File: config.mk
export PLATFORM = sky130hd
export DESIGN_NAME = icache_dm
export DESIGN_NICKNAME = d
export VERILOG_FILES = /design/src/rtl/icache_dm.sv
export SDC_FILE = /design/constraint.sdc
export NUM_CORES = 1
export LEC_CHECK = 0
export BUFFER_PORTS_ARGS = -buffer_cell sky130_fd_sc_hd__buf_4
export CAP_MARGIN = 20
export CORE_UTILIZATION = 53
export DETAILED_ROUTE_END_ITERATION = 6
export GPL_ROUTABILITY_DRIVEN = 0
export PLACE_DENSITY = 0.67
export RECOVER_POWER = 100
export SYNTH_ARGS = -nofsm -noshare
export SYNTH_HDL_FRONTEND = slang
export SYNTH_SLANG_ARGS = --single-unit
File: constraint.sdc
create_clock -name clk -period 3.63 [get_ports clk]
set_clock_uncertainty 0.2 [all_clocks]
set_input_delay 0.363 -clock clk [delete_from_list [all_inputs] [get_ports clk]]
set_output_delay 0.363 -clock clk [all_outputs]
set_load 0.1 [all_outputs]
File: src/rtl/icache_dm.sv
// ---------------------------------------------------------------------------
// icache_dm -- parametrised direct-mapped instruction cache
//
// Sits between the core's instruction fetch and instruction memory. A hit
// returns the instruction combinationally in the same cycle. A miss raises
// busy and refills the whole line with a pipelined burst of word reads
// against a fixed-latency memory. A flush pulse invalidates every line and
// aborts any fill in progress.
//
// Parameters
//   ADDR_W          instruction word-address width
//   DATA_W          instruction width
//   LINES           number of lines (power of 2, >= 2)
//   WORDS_PER_LINE  words per line (power of 2, >= 1)
//   MEM_LAT         memory read latency in enabled cycles (>= 1)
//
// Ports
//   clk          in   clock
//   sync_rst     in   synchronous active-high reset
//   clk_en       in   global enable; low freezes all state
//   req          in   fetch request from the core
//   flush        in   invalidate all lines (single-cycle pulse)
//   address_in   in   fetch word address
//   from_mem     in   instruction memory read data
//   inst_out     out  instruction for address_in (valid when req & ~busy)
//   address_out  out  memory read address (registered)
//   busy         out  stall to the core (combinational)
//   mreq         out  memory read request (registered)
// ---------------------------------------------------------------------------
module icache_dm #(
    parameter int ADDR_W         = 10,
    parameter int DATA_W         = 16,
    parameter int LINES          = 16,
    parameter int WORDS_PER_LINE = 4,
    parameter int MEM_LAT        = 1
) (
    input  logic              clk,
    input  logic              sync_rst,
    input  logic              clk_en,
    input  logic              req,
    input  logic              flush,
    input  logic [ADDR_W-1:0] address_in,
    input  logic [DATA_W-1:0] from_mem,
    output logic [DATA_W-1:0] inst_out,
    output logic [ADDR_W-1:0] address_out,
    output logic              busy,
    output logic              mreq
);

    localparam int OFF_W  = $clog2(WORDS_PER_LINE);
    localparam int IDX_W  = $clog2(LINES);
    localparam int TAG_W  = ADDR_W - OFF_W - IDX_W;
    // index and offset together form the flat word slot in the data array
    localparam int SLOT_W = OFF_W + IDX_W;
    localparam int SLOTS  = LINES * WORDS_PER_LINE;
    localparam int CNT_W  = $clog2(WORDS_PER_LINE + 1);

    localparam logic [0:0] S_IDLE = 1'b0;
    localparam logic [0:0] S_FILL = 1'b1;

    // control state
    logic [0:0]        state_q,       state_d;
    logic [LINES-1:0]  valid_q,       valid_d;
    logic              mreq_q,        mreq_d;
    logic [ADDR_W-1:0] address_out_q, address_out_d;
    logic [CNT_W-1:0]  cnt_q,         cnt_d;
    logic [IDX_W-1:0]  fill_idx_q,    fill_idx_d;
    logic [TAG_W-1:0]  fill_tag_q,    fill_tag_d;

    // in-flight tracker: one stage per cycle of memory latency
    logic [MEM_LAT-1:0] pipe_v_q,    pipe_v_d;
    logic [MEM_LAT-1:0] pipe_last_q, pipe_last_d;
    logic [SLOT_W-1:0]  pipe_slot_q [MEM_LAT];
    logic [SLOT_W-1:0]  pipe_slot_d [MEM_LAT];

    // storage (contents are qualified by valid_q, so not reset)
    logic [TAG_W-1:0]  tag_q  [LINES];
    logic [DATA_W-1:0] data_q [SLOTS];

    logic [IDX_W-1:0]  idx_s;
    logic [TAG_W-1:0]  tag_s;
    logic [SLOT_W-1:0] slot_s;
    logic [ADDR_W-1:0] base_s;
    logic              hit_s;
    logic              capture_s;
    logic              last_s;

    assign idx_s  = address_in[OFF_W +: IDX_W];
    assign tag_s  = address_in[ADDR_W-1 -: TAG_W];
    assign slot_s = address_in[SLOT_W-1:0];
    assign base_s = address_in & ~ADDR_W'(WORDS_PER_LINE - 1);
    assign hit_s  = valid_q[idx_s] && (tag_q[idx_s] == tag_s);

    // The oldest tracker stage holds the word whose data is on from_mem now.
    // A flush in the same cycle discards it.
    assign capture_s = (state_q == S_FILL) && !flush && pipe_v_q[MEM_LAT-1];
    assign last_s    = capture_s && pipe_last_q[MEM_LAT-1];

    assign inst_out    = data_q[slot_s];
    assign busy        = (state_q != S_IDLE) || (req && !hit_s);
    assign mreq        = mreq_q;
    assign address_out = address_out_q;

    // Next-state logic for the fill controller and in-flight tracker
    always_comb begin
        state_d       = state_q;
        valid_d       = valid_q;
        mreq_d        = mreq_q;
        address_out_d = address_out_q;
        cnt_d         = cnt_q;
        fill_idx_d    = fill_idx_q;
        fill_tag_d    = fill_tag_q;

        // a word is issued in every cycle mreq is high; it enters the tracker
        pipe_v_d[0]    = mreq_q;
        pipe_last_d[0] = mreq_q && (cnt_q == CNT_W'(WORDS_PER_LINE));
        pipe_slot_d[0] = address_out_q[SLOT_W-1:0];
        for (int i = 1; i < MEM_LAT; i++) begin
            pipe_v_d[i]    = pipe_v_q[i-1];
            pipe_last_d[i] = pipe_last_q[i-1];
            pipe_slot_d[i] = pipe_slot_q[i-1];
        end

        case (state_q)
            S_IDLE: begin
                if (flush) begin
                    // flush beats a simultaneous miss; the miss retries next cycle
                    valid_d = '0;
                end else if (req && !hit_s) begin
                    state_d             = S_FILL;
                    valid_d[idx_s]      = 1'b0;
                    fill_idx_d          = idx_s;
                    fill_tag_d          = tag_s;
                    mreq_d              = 1'b1;
                    address_out_d       = base_s;
                    cnt_d               = CNT_W'(1);
                end else begin
                    state_d = S_IDLE;
                end
            end
            S_FILL: begin
                if (flush) begin
                    valid_d  = '0;
                    mreq_d   = 1'b0;
                    pipe_v_d = '0;
                    state_d  = S_IDLE;
                end else begin
                    // cnt_q counts words already presented on address_out
                    if (mreq_q) begin
                        if (cnt_q == CNT_W'(WORDS_PER_LINE)) begin
                            mreq_d = 1'b0;
                        end else begin
                            address_out_d = address_out_q + ADDR_W'(1);
                            cnt_d         = cnt_q + CNT_W'(1);
                        end
                    end else begin
                        mreq_d = 1'b0;
                    end
                    if (last_s) begin
                        valid_d[fill_idx_q] = 1'b1;
                        pipe_v_d            = '0;
                        state_d             = S_IDLE;
                    end else begin
                        state_d = S_FILL;
                    end
                end
            end
            default: begin
                state_d  = S_IDLE;
                mreq_d   = 1'b0;
                pipe_v_d = '0;
            end
        endcase
    end

    // Control registers: synchronous reset, frozen while clk_en is low
    always_ff @(posedge clk) begin
        if (sync_rst) begin
            state_q       <= S_IDLE;
            valid_q       <= '0;
            mreq_q        <= 1'b0;
            address_out_q <= '0;
            cnt_q         <= '0;
            fill_idx_q    <= '0;
            fill_tag_q    <= '0;
            pipe_v_q      <= '0;
            pipe_last_q   <= '0;
            for (int i = 0; i < MEM_LAT; i++) begin
                pipe_slot_q[i] <= '0;
            end
        end else if (clk_en) begin
            state_q       <= state_d;
            valid_q       <= valid_d;
            mreq_q        <= mreq_d;
            address_out_q <= address_out_d;
            cnt_q         <= cnt_d;
            fill_idx_q    <= fill_idx_d;
            fill_tag_q    <= fill_tag_d;
            pipe_v_q      <= pipe_v_d;
            pipe_last_q   <= pipe_last_d;
            for (int i = 0; i < MEM_LAT; i++) begin
                pipe_slot_q[i] <= pipe_slot_d[i];
            end
        end
    end

    // Line storage: capture returning words, commit the tag with the last word
    always_ff @(posedge clk) begin
        if (!sync_rst && clk_en) begin
            if (capture_s) begin
                data_q[pipe_slot_q[MEM_LAT-1]] <= from_mem;
            end
            if (last_s) begin
                tag_q[fill_idx_q] <= fill_tag_q;
            end
        end
    end

endmodule

==> results.json <==
{
  "cp-startpoint": "data_q[39][0]",
  "antenna_found_initial": 0,
  "h-tree-depth": 3,
  "cts_tree": "done",
  "status": "finished, violations left",
  "synth-adder-area-share_pct": 0.0848,
  "worst_ir_drop_vdd_mv": 0.484,
  "hold_start": "flush",
  "synth_xor_xnor_area_share_pct": 0.0791,
  "worst_slew_pin_slew_ns": 3.19,
  "dp_hpwl_mm": 64.0,
  "critical_path.most_common_cell": "mux4_2",
  "max_clock_freq_mhz": 271,
  "syn_inst": 2076,
  "clkTransAtPathRegs_ns": 0.06,
  "powerDensity_nw_per_um2": 541,
  "slowest_stage": "mux4_2",
  "rsz0062_at_grt": "true",
  "final_nets": 2356,
  "grt_pass1_wl_mm": 155,
  "cp-start-kind": "register",
  "hp-class": "in2reg",
  "regToRegEndpoint": "address_out[6]",
  "seq_area_frac_synth_pct": 76.0,
  "cap_violations": 16,
  "cp.required_ns": 3.07,
  "clock_sinks": 1135,
  "synth_cell_type_count": 61,
  "path_cells": "mux4_2 > mux4_2 > mux4_2 > a31o_4 > buf_12",
  "ios": 59,
  "period_needed_ns": 3.69,
  "final-max-slew-violation-count": 1040,
  "crit_path_end": "inst_out[0]",
  "slowest_delay_ns": 0.55,
  "numCtsBuffers": 112,
  "antenna_left": 0,
  "insertion_delay_ns": 0.66,
  "synth_top_family_by_area": "multiplexers",
  "fin_ws_ns": -0.0627,
  "drc": 0,
  "area_delta_synth_final_pct": 14.5,
  "async_flop_share_pct": 0,
  "regToRegSetupSlack_ns": 0.17,
  "die_y_um": 291,
  "synth_mux_area_share_pct": 17.0,
  "cp_data_arrival_time_ns": 3.13,
  "failed_checks": "capacitance limit, slew limit, setup timing",
  "use_met2_pct": 39.8,
  "synth_edf_count": 1094,
  "ctsRootBufferMaster": "clkbuf_16",
  "syn_area_um2": 44300,
  "critPathMaxFanout": 1,
  "grt-busiest-layer": "met2",
  "yosys.area_share.simple_pct": 3.17,
  "wire_per_inst_um": 30.2,
  "core-area_um2": 82400,
  "finalHoldViolCount": 0,
  "globalRouteOverflowTotal": 0,
  "p_leak_nw": 16.1,
  "drive_gt1_share_pct": 29.2,
  "die_area_um2": 84700,
  "reg2reg_depth": 9,
  "routed_wirelength_mm": 105,
  "power_mw": 27.4,
  "setup_viol_count_final": 12,
  "track_usage_pct": 25.4,
  "start_util_pct": 53.8,
  "synth_compound_area_share_pct": 2.38,
  "diodes": 0,
  "vias_per_cell": 6.42,
  "yosys_warnings": 0,
  "synth_flop_cell": "edfxtp_1",
  "grt_pass1_vias": 22309,
  "grt_util_met1_pct": 37.8,
  "clockBufferDepth": 3,
  "final_util_pct": 61.5,
  "met3_usage_pct": 3.66,
  "synth_area_per_cell_um2": 21.3,
  "cp-end-kind": "output port",
  "rows": 105,
  "r2r_start": "tag_q[5][1]",
  "io_buffers": 58,
  "crit_type": "reg2out",
  "vias": 22352,
  "relSlewSlack_pct": -112,
  "fin_crit_sh_pct": 102,
  "drt_iter0_markers": 2448,
  "first_pass_iters": 6,
  "synth-seq-cells": 1135,
  "synth_nets": 2110,
  "grt_max_degree": 65,
  "die_w_um": 291
}
==> critical path, delay by kind of cell, from the launching register on <==
| family | cells | cell delay (ns) |
|---|---|---|
| mux | 3 | 1.63 |
| flops | 1 | 0.36 |
| compound gates | 1 | 0.26 |
| buf+inv | 1 | 0.17 |
==> power by group <==
part | switching [mW] | internal [mW] | total, mW
Combinational | 1.02 | 0.585 | 1.60
Sequential | 0.0304 | 14.4 | 14.4
Clock | 4.88 | 6.51 | 11.4
Total | 5.93 | 21.5 | 27.4
==> cell type report <==
type	count	area, µm²
flip-flops and latches	1135	33700
clock inverters	68	722
inverters	11	43.8
fillers	5672	31700
well taps	1070	1340
multi-input cells	816	10100
clock buffers	136	2910
repair buffers	246	1860
==> state kept, by name (all words and copies together), names as in the netlist <==
name         flops
valid_q         16
data_q        1024
fill_idx_q       4
state_q          1
pipe_last_q      1
address_out     10
tag_q           64
pipe_v_q         1
mreq             1
pipe_slot_q      6
fill_tag_q       4
cnt_q            3
==> kinds of logic after synthesis <==
kind of cell               after synthesis
AOI/OAI and AO/OA                      155
and+or+nand+nor                        302
muxes                                  352
xor gates and xnor gates                 4
buffers and inverters                  125
adders and majority gates                3
DFF                                   1135
==> layer usage <==
layer	vias up	wire (µm)
met5	-	0
met3	176	8980
met1	11867	43200
met4	0	2810
met2	1110	50300
li1	9199	-
==> cell usage in the layout, fill, tap and decap left out, types with 11 or more instances in the layout <==
cell type | synthesis | routed
clkbuf_2 | 0 | 61
clkbuf_4 | 0 | 20
a22oi_1 | 14 | 14
nand2_1 | 60 | 60
bufinv_16 | 0 | 11
clkbuf_1 | 56 | 61
buf_12 | 0 | 20
mux4_2 | 318 | 318
edfxtp_1 | 1094 | 1094
clkbuf_16 | 0 | 113
o21ai_0 | 37 | 32
clkinv_1 | 0 | 30
a31oi_1 | 20 | 19
nor2_1 | 130 | 114
clkinv_2 | 0 | 14
a21oi_1 | 24 | 24
dlygate4sd3_1 | 0 | 20
nand3_1 | 36 | 35
buf_4 | 9 | 77
dfxtp_1 | 41 | 41
nor2_2 | 0 | 16
mux2i_1 | 24 | 24
==> Yosys cell counts (all sizes together) (3+ instances only) <==
| cell type | n | share of area, % |
|---|---|---|
| mux2i | 24 | 0.54 |
| nand3 | 36 | 0.41 |
| a21bo | 5 | 0.11 |
| a21boi | 5 | 0.085 |
| a22o | 6 | 0.12 |
| nand2 | 60 | 0.51 |
| edfxtp | 1094 | 74 |
| a41oi | 5 | 0.099 |
| or2 | 5 | 0.071 |
| ha | 3 | 0.085 |
| buf | 58 | 0.70 |
| o22ai | 6 | 0.085 |
| or3 | 3 | 0.054 |
| mux4 | 318 | 16 |
| nand3b | 8 | 0.14 |
| nand4b | 5 | 0.099 |
| nor3 | 6 | 0.068 |
| nand2b | 9 | 0.13 |
| dfxtp | 41 | 1.9 |
| a221oi | 9 | 0.18 |
| o311ai | 3 | 0.099 |
| and3 | 8 | 0.12 |
| o21a | 4 | 0.068 |
| nor2 | 130 | 1.1 |
| clkbuf | 56 | 0.47 |
| xnor2 | 3 | 0.059 |
| a31oi | 20 | 0.28 |
| inv | 11 | 0.093 |
| a22oi | 14 | 0.24 |
| nand4 | 3 | 0.042 |
| mux2 | 10 | 0.25 |
| o21ai | 37 | 0.42 |
| a32oi | 4 | 0.079 |
| nor2b | 9 | 0.13 |
| and2 | 15 | 0.22 |
| a21oi | 24 | 0.27 |
==> metrics by stage <==
step           instances  area [µm²]  hold WS, ns  TNS (ns)  worst slack (ns)
6_report            3482       50700       0.0872    -0.253           -0.0627
5_1_grt             3482       50700        0.106     -2.56            -0.119
4_1_cts             3482       51100      0.00728    -0.174            -0.114
3_5_place_dp        3257       47200        0.265         0             0.138
3_3_place_gp        3257       47200        0.256         0            0.0800
2_1_floorplan       2076       44400        0.249   -0.0144           -0.0144
==> worst min-delay path by stage <==
| stage | end | slack, ns | depth (start not counted) |
|---|---|---|---|
| after floorplan | cnt_q[1] | 0.25 | 2 |
| after global placement | cnt_q[1] | 0.26 | 2 |
| after detailed placement | cnt_q[1] | 0.27 | 2 |
| after CTS | data_q[6][1] | 0.007 | 1 |
| after global routing | pipe_v_q | 0.11 | 6 |
| final | pipe_v_q | 0.09 | 6 |
==> timing repair <==
item                                    4_1_cts  5_1_grt
endpoints found under the setup margin        2        3
buffers inserted                              1        0
hold buffers                                 20        0
pin swaps                                     4        1
resized for setup                             8        2
endpoints found under the hold margin       222        0
cloned                                        0        0
No activity file was read; power rests on OpenSTA's default activity.
